`config.mk`:
```
export PLATFORM = sky130hd
export DESIGN_NAME = odo_sbox_serializer_flat
export DESIGN_NICKNAME = d
export VERILOG_FILES = /design/src/rtl/odo_sbox_serializer_if.sv /design/src/rtl/odo_sbox_serializer.sv /design/src/flat_wrapper.sv
export SDC_FILE = /design/constraint.sdc
export NUM_CORES = 1
export LEC_CHECK = 0
export CORE_UTILIZATION = 45
export CTS_CLUSTER_DIAMETER = 60
export CTS_CLUSTER_SIZE = 25
export DETAILED_ROUTE_END_ITERATION = 7
export PLACE_DENSITY = 0.72
export SLEW_MARGIN = 25
export SYNTH_ARGS = -nofsm -noshare
export SYNTH_HDL_FRONTEND = slang
export SYNTH_SLANG_ARGS = --single-unit
```
`constraint.sdc`:
```
create_clock -name clk -period 14.1 [get_ports clk]
set_input_delay 3.525 -clock clk [delete_from_list [all_inputs] [get_ports clk]]
set_output_delay 3.525 -clock clk [all_outputs]
set_load 0.02 [all_outputs]
```
`src/rtl/odo_sbox_serializer_if.sv`:
```
// Handshake bundle for odo_sbox_serializer: word input, sbox lookup port and word output.
// The slave modport is the serializer side; master is the environment side.
interface odo_sbox_serializer_if #(
  parameter int NCHUNK = 10
) ();
  localparam int W = 6 * NCHUNK;

  logic         in_valid;
  logic         in_ready;
  logic [W-1:0] in_data;
  logic [5:0]   sbox_in;
  logic [5:0]   sbox_out;
  logic         out_valid;
  logic         out_ready;
  logic [W-1:0] out_data;
  logic         busy;

  modport slave (
    input  in_valid,
    input  in_data,
    input  sbox_out,
    input  out_ready,
    output in_ready,
    output sbox_in,
    output out_valid,
    output out_data,
    output busy
  );

  modport master (
    output in_valid,
    output in_data,
    output sbox_out,
    output out_ready,
    input  in_ready,
    input  sbox_in,
    input  out_valid,
    input  out_data,
    input  busy
  );
endinterface

```
`src/rtl/odo_sbox_serializer.sv`:
```
// Pushes a word through an external registered 6-bit sbox one chunk per cycle and
// reassembles the substituted chunks into a word offered on a valid/ready output.
module odo_sbox_serializer #(
  parameter int NCHUNK = 10
) (
  input  logic                 clk,
  input  logic                 rst,
  odo_sbox_serializer_if.slave bus
);
  localparam int W  = 6 * NCHUNK;
  localparam int IW = (NCHUNK > 1) ? $clog2(NCHUNK) : 1;
  localparam int BW = $clog2(W);
  localparam logic [IW-1:0] LAST_IDX = IW'(NCHUNK - 1);

  typedef enum logic [1:0] {
    IDLE  = 2'd0,
    FEED  = 2'd1,
    DRAIN = 2'd2,
    DONE  = 2'd3
  } state_t;

  state_t        r_state;
  logic [IW-1:0] r_idx;
  logic [W-1:0]  r_word;
  logic [W-1:0]  r_out_data;
  logic          r_out_valid;
  logic          r_in_ready;
  logic          r_busy;

  logic [IW-1:0] w_prev_idx;
  logic [BW-1:0] w_cur_base;
  logic [BW-1:0] w_prev_base;
  logic [5:0]    w_sbox_in;
  logic          w_in_hs;
  logic          w_out_hs;

  assign w_prev_idx  = r_idx - IW'(1);
  assign w_cur_base  = BW'(r_idx) * BW'(6);
  assign w_prev_base = BW'(w_prev_idx) * BW'(6);
  assign w_in_hs     = bus.in_valid & r_in_ready;
  assign w_out_hs    = r_out_valid & bus.out_ready;

  // Chunk select toward the sbox; forced to zero whenever reset is asserted.
  always_comb begin
    w_sbox_in = 6'h00;
    if ((r_state == FEED) && !rst) begin
      w_sbox_in = r_word[w_cur_base +: 6];
    end else begin
      w_sbox_in = 6'h00;
    end
  end

  // Control FSM; the sbox result for chunk k arrives one edge after chunk k was driven,
  // so FEED captures field idx-1 and DRAIN captures the last field.
  always_ff @(posedge clk) begin
    if (rst) begin
      r_state     <= IDLE;
      r_idx       <= '0;
      r_word      <= '0;
      r_out_data  <= '0;
      r_out_valid <= 1'b0;
      r_in_ready  <= 1'b1;
      r_busy      <= 1'b0;
    end else begin
      case (r_state)
        IDLE: begin
          if (w_in_hs) begin
            r_word     <= bus.in_data;
            r_idx      <= '0;
            r_state    <= FEED;
            r_in_ready <= 1'b0;
            r_busy     <= 1'b1;
          end else begin
            r_in_ready <= 1'b1;
            r_busy     <= 1'b0;
          end
        end
        FEED: begin
          if (r_idx != '0) begin
            r_out_data[w_prev_base +: 6] <= bus.sbox_out;
          end
          if (r_idx == LAST_IDX) begin
            r_idx   <= '0;
            r_state <= DRAIN;
          end else begin
            r_idx <= r_idx + IW'(1);
          end
        end
        DRAIN: begin
          r_out_data[W-1 -: 6] <= bus.sbox_out;
          r_out_valid          <= 1'b1;
          r_state              <= DONE;
        end
        DONE: begin
          if (w_out_hs) begin
            r_out_valid <= 1'b0;
            r_in_ready  <= 1'b1;
            r_busy      <= 1'b0;
            r_state     <= IDLE;
          end
        end
        default: begin
          r_state     <= IDLE;
          r_idx       <= '0;
          r_out_valid <= 1'b0;
          r_in_ready  <= 1'b1;
          r_busy      <= 1'b0;
        end
      endcase
    end
  end

  assign bus.sbox_in   = w_sbox_in;
  assign bus.in_ready  = r_in_ready;
  assign bus.out_valid = r_out_valid;
  assign bus.out_data  = r_out_data;
  assign bus.busy      = r_busy;
endmodule

```
`src/flat_wrapper.sv`:
```
// flat-port wrapper written by rule: the top's interface ports become plain ports
module odo_sbox_serializer_flat 
#(
  parameter int NCHUNK = 10
)
  (clk, rst, bus_in_valid, bus_in_data, bus_sbox_out, bus_out_ready, bus_in_ready, bus_sbox_in, bus_out_valid, bus_out_data, bus_busy);
  odo_sbox_serializer_if #(.NCHUNK(NCHUNK)) bus_i ();
  input  logic clk;
  input  logic rst;
  input wire logic [$bits(bus_i.in_valid)-1:0] bus_in_valid;
  input wire logic [$bits(bus_i.in_data)-1:0] bus_in_data;
  input wire logic [$bits(bus_i.sbox_out)-1:0] bus_sbox_out;
  input wire logic [$bits(bus_i.out_ready)-1:0] bus_out_ready;
  output wire logic [$bits(bus_i.in_ready)-1:0] bus_in_ready;
  output wire logic [$bits(bus_i.sbox_in)-1:0] bus_sbox_in;
  output wire logic [$bits(bus_i.out_valid)-1:0] bus_out_valid;
  output wire logic [$bits(bus_i.out_data)-1:0] bus_out_data;
  output wire logic [$bits(bus_i.busy)-1:0] bus_busy;
  assign bus_i.in_valid = bus_in_valid;
  assign bus_i.in_data = bus_in_data;
  assign bus_i.sbox_out = bus_sbox_out;
  assign bus_i.out_ready = bus_out_ready;
  assign bus_in_ready = bus_i.in_ready;
  assign bus_sbox_in = bus_i.sbox_in;
  assign bus_out_valid = bus_i.out_valid;
  assign bus_out_data = bus_i.out_data;
  assign bus_busy = bus_i.busy;
  odo_sbox_serializer #(.NCHUNK(NCHUNK)) u_core (.clk(clk), .rst(rst), .bus(bus_i));
endmodule
```
==> impl_metrics.xml <==
<?xml version="1.0" encoding="UTF-8"?>
<metrics>
  <group name="outcome">
    <metric name="outcome" unit="">finished, final reports clean</metric>
  </group>
  <group name="clock_tree">
    <metric name="cts_post_setup_buffers_inserted" unit="">0</metric>
    <metric name="clock_latency" unit="ns">0.44</metric>
    <metric name="h-tree-depth" unit="">4</metric>
    <metric name="ctsLongestPathBuffers" unit="">2</metric>
    <metric name="cts_hold_buffers" unit="">0</metric>
    <metric name="cts.root.buffer_cell" unit="">clkbuf_16</metric>
    <metric name="cts-buffers-inserted" unit="">17</metric>
    <metric name="cts_repair_resize_count" unit="">0</metric>
    <metric name="tritoncts_clock_tree" unit="">built</metric>
    <metric name="cts_sinks" unit="">129</metric>
    <metric name="clk_pin_slew" unit="ns">0.06</metric>
  </group>
  <group name="grt">
    <metric name="first_global_vias" unit="">6952</metric>
    <metric name="global_route_wire_length_before_repair" unit="mm">37.1</metric>
    <metric name="groute.layer.met1.usage" unit="%">38.3</metric>
    <metric name="grt_use_met2" unit="%">36.7</metric>
    <metric name="grt_start_max_net_pins" unit="">79</metric>
    <metric name="grt_usage" unit="%">26.3</metric>
    <metric name="global_route.peak_usage_layer" unit="">met1</metric>
    <metric name="grt_antenna_before_repair" unit="">0</metric>
    <metric name="total_congestion_overflow_after_global_routing" unit="">0</metric>
    <metric name="met3_usage" unit="%">8.34</metric>
  </group>
  <group name="worst_hold_path">
    <metric name="worst_min_delay_path_startpoint" unit="">u_core.bus.out_data[42]</metric>
    <metric name="holdCritPathClass" unit="">reg2reg</metric>
  </group>
  <group name="setup_path">
    <metric name="worst_r2r_endpoint" unit="">u_core.bus.out_data[54]</metric>
    <metric name="critPathSlowestCell" unit="">inv_1</metric>
    <metric name="timing.critical_path.required" unit="ns">10.57</metric>
    <metric name="critical_path.top_delay_family" unit="">buffers and inverters</metric>
    <metric name="crit_path_max_fanout" unit="">33</metric>
    <metric name="path_cells" unit="">buf_4 &gt; inv_1 &gt; nand2_1 &gt; nor2_1 &gt; clkdlybuf4s50_1</metric>
    <metric name="r2r_start" unit="">u_core.r_idx[0]</metric>
    <metric name="timing_worst_setup_path_type" unit="">in2out</metric>
    <metric name="setup.worst_path.end_class" unit="">output pin</metric>
    <metric name="ff2ff_path_depth" unit="">12</metric>
    <metric name="crit_cells" unit="">5</metric>
    <metric name="startpoint_type" unit="">input port</metric>
    <metric name="crit_path_start" unit="">rst</metric>
    <metric name="worst-endpoint-arrival" unit="ns">5.61</metric>
    <metric name="r2r_setup_slack" unit="ns">7.97</metric>
    <metric name="critical-path-max-stage-delay" unit="ns">0.68</metric>
    <metric name="wp_buf_inv" unit="">3</metric>
    <metric name="critPathCapture" unit="">bus_sbox_in[1]</metric>
  </group>
  <group name="power">
    <metric name="power_leakage" unit="nW">3.59</metric>
    <metric name="power.ir.vdd_worst" unit="uV">116</metric>
    <metric name="pwr_density_cell" unit="nW/um^2">206</metric>
  </group>
  <group name="detailed_routing">
    <metric name="drt-initial-drc-count" unit="">964</metric>
    <metric name="detailedRoute.firstPassIterationCount" unit="">6</metric>
    <metric name="drt-total-wl" unit="mm">23.3</metric>
    <metric name="drtAntennaViolNets" unit="">0</metric>
    <metric name="vias_per_cell" unit="">5.95</metric>
    <metric name="drc" unit="">0</metric>
    <metric name="via_count" unit="">7463</metric>
    <metric name="wl_per_cell" unit="um">18.5</metric>
  </group>
  <group name="synthesis">
    <metric name="post_synthesis_compound_gate_area_fraction" unit="%">14.3</metric>
    <metric name="yosys.area.top_type" unit="">dfxtp_1</metric>
    <metric name="synth_enable_flop_cells" unit="">0</metric>
    <metric name="synth_fp_nets" unit="">1006</metric>
    <metric name="synth_cells" unit="">918</metric>
    <metric name="synth_top_cell_area_share" unit="%">32.4</metric>
    <metric name="synth.top_cells.by_count" unit="">nand2_1 (186), dfxtp_1 (129), a21oi_1 (90)</metric>
    <metric name="synthesis.yosys.warnings" unit="">0</metric>
    <metric name="synth_top_family_by_area" unit="">multiplexers</metric>
    <metric name="adder_cell_area_share_of_the_yosys_netlist" unit="%">3.01</metric>
    <metric name="netlist_top_cells_area" unit="">dfxtp_1 (32%), mux4_2 (13%), nand2_1 (8.8%), mux2i_1 (6.5%), a21oi_1 (5.6%)</metric>
    <metric name="synthMostInstantiatedCell" unit="">nand2_1</metric>
    <metric name="synth_seq_area_share" unit="%">32.4</metric>
    <metric name="yosys_register_bits" unit="">129</metric>
    <metric name="synth_xor_area_share" unit="%">2.10</metric>
    <metric name="post_synth_and_or_nand_nor_area_fraction" unit="%">21.4</metric>
    <metric name="yosys_most_used_dff" unit="">dfxtp_1</metric>
    <metric name="avgSynthCellArea" unit="um^2">8.69</metric>
    <metric name="synth_async_reset_ratio" unit="%">0</metric>
    <metric name="post_synth_num_cell_types" unit="">65</metric>
    <metric name="synthMuxAreaShare" unit="%">22.7</metric>
    <metric name="synthesis.area" unit="um^2">7980</metric>
  </group>
  <group name="place">
    <metric name="dpl.hpwl" unit="mm">16.6</metric>
    <metric name="gp_routability_congestion" unit="">0.962</metric>
    <metric name="port-buffer-count" unit="">138</metric>
    <metric name="dpl_cell_area" unit="um^2">9450</metric>
  </group>
  <group name="final_layout">
    <metric name="antenna_cells_inserted" unit="">0</metric>
    <metric name="final_net_count" unit="">1105</metric>
    <metric name="num-fill-cells" unit="">1540</metric>
    <metric name="finalInstanceArea" unit="um^2">10100</metric>
    <metric name="layout-drive-gt1-share" unit="%">12.5</metric>
    <metric name="area_growth_syn_to_layout" unit="%">27.1</metric>
  </group>
  <group name="die">
    <metric name="design.core.area" unit="um^2">17300</metric>
    <metric name="rows" unit="">48</metric>
    <metric name="die_w" unit="um">135</metric>
    <metric name="start_util" unit="%">46.1</metric>
    <metric name="die_h" unit="um">135</metric>
    <metric name="design.die.area" unit="um^2">18300</metric>
    <metric name="floorplan.io_pins" unit="">139</metric>
  </group>
  <group name="job">
    <metric name="number_of_maximum_capacitance_constraint_violations" unit="">0</metric>
  </group>
  <group name="sta">
    <metric name="rsz0062_at_grt" unit="">false</metric>
    <metric name="worst_slew_pin_slew" unit="ns">1.01</metric>
    <metric name="fin_skew" unit="ns">0.00793</metric>
    <metric name="max_clock_freq" unit="MHz">109</metric>
    <metric name="setup_viol" unit="">0</metric>
    <metric name="final.min_clock_period" unit="ns">9.13</metric>
    <metric name="total_count_of_hold_check_failures_in_the_final_report" unit="">0</metric>
    <metric name="worst_slew_margin_rel" unit="%">33.0</metric>
    <metric name="fin_crit_sh" unit="%">64.8</metric>
    <metric name="tns" unit="ns">0</metric>
    <metric name="timing.final.max_slew_violations" unit="">0</metric>
  </group>
</metrics>
state kept, by name (all words and copies together), names as in the netlist:
register              flops
u_core.r_state            2
u_core.bus.in_ready       1
u_core.r_idx              4
u_core.bus.out_valid      1
u_core.r_word            60
u_core.bus.busy           1
u_core.bus.out_data      60
metrics by stage:
stage          hold slack, ns  power [mW]  instances  worst slack [ns]  utilization (%)
6_report                0.459        2.09       1255              4.97             58.6
4_1_cts                 0.462        2.07       1255              4.98             58.6
3_5_place_dp            0.454        1.55       1223              4.98             54.6
3_3_place_gp            0.444        1.53       1223              5.04             54.6
2_1_floorplan           0.433        1.28        918              6.28                -
5_1_grt                 0.478        2.20       1255              4.84             58.6
per-layer routing:
layer / routed length [um] / vias to the layer above / part of all wire [%]
met2: 9850 / 359 / 42
li1: - / 3531 / -
met3: 2370 / 50 / 10
met5: 0 / - / 0
met4: 457 / 0 / 2.0
met1: 10600 / 3523 / 45
worst reg2reg max path: cells and delay by family (launching register included):
family | cells | cell delay (ns)
and+or+nand+nor | 3 | 1.08
muxes | 1 | 0.55
buffers and inverters | 3 | 1.37
DFF | 1 | 0.65
AOI/OAI and AO/OA | 3 | 1.05
adders and majority gates | 2 | 1.37
power by group:
group	internal [mW]	switching (mW)	total (mW)
logic	0.412	0.670	1.08
registers	0.419	0.0727	0.492
clock network	0.339	0.180	0.519
total	1.17	0.922	2.09
placed cells by master, fill, tap and decap left out, types with 4 or more instances in the layout:
| cell type | netlist | final |
|---|---|---|
| a211oi_1 | 12 | 12 |
| a21oi_1 | 90 | 89 |
| a221oi_1 | 8 | 8 |
| a31oi_1 | 15 | 15 |
| and3_1 | 5 | 4 |
| buf_4 | 1 | 11 |
| bufinv_16 | 0 | 6 |
| clkbuf_16 | 0 | 17 |
| clkdlybuf4s50_1 | 0 | 137 |
| dfxtp_1 | 129 | 128 |
| ha_1 | 16 | 15 |
| inv_1 | 11 | 11 |
| inv_6 | 0 | 5 |
| mux2_2 | 16 | 16 |
| mux2i_1 | 52 | 52 |
| mux4_2 | 47 | 47 |
| nand2_1 | 186 | 186 |
| nand2b_1 | 7 | 7 |
| nand3_1 | 24 | 23 |
| nand3b_1 | 4 | 4 |
| nand4_1 | 4 | 4 |
| nor2_1 | 61 | 61 |
| nor2b_1 | 18 | 18 |
| nor3_1 | 48 | 48 |
| nor4_1 | 5 | 5 |
| o211ai_1 | 5 | 5 |
| o21a_1 | 4 | 4 |
| o21ai_0 | 10 | 10 |
| o22ai_1 | 4 | 4 |
| o31ai_1 | 5 | 4 |
| xnor2_1 | 8 | 7 |
| xnor2_2 | 3 | 4 |
worst min-delay path by stage:
stage	to	cells past startpoint	slack, ns
6_report	u_core.bus.out_data[42]	2	0.46
3_3_place_gp	u_core.bus.out_data[16]	2	0.44
3_5_place_dp	u_core.bus.out_data[42]	2	0.45
2_1_floorplan	u_core.r_word[0]	2	0.43
5_1_grt	u_core.bus.out_data[11]	2	0.48
4_1_cts	u_core.bus.out_data[42]	2	0.46
logic make-up (layout without fill, tap and decap cells):
family	Yosys count	after routing
compound gates	181	181
fa+ha+maj	18	18
mux	117	117
simple gates	379	379
flops	129	129
buf+inv	79	191
xor+xnor	15	15
layout make-up:
cell class,count,area (um^2),area share (%)
Clock buffer,18,439,4.33
Clock inverter,14,249,2.46
Inverter,11,41.3,0.407
Multi-Input combinational cell,710,5090,50.2
Sequential cell,129,2590,25.5
Tap cell,225,282,2.78
Timing Repair Buffer,148,1450,14.3
(Power assumes the default switching activity.)
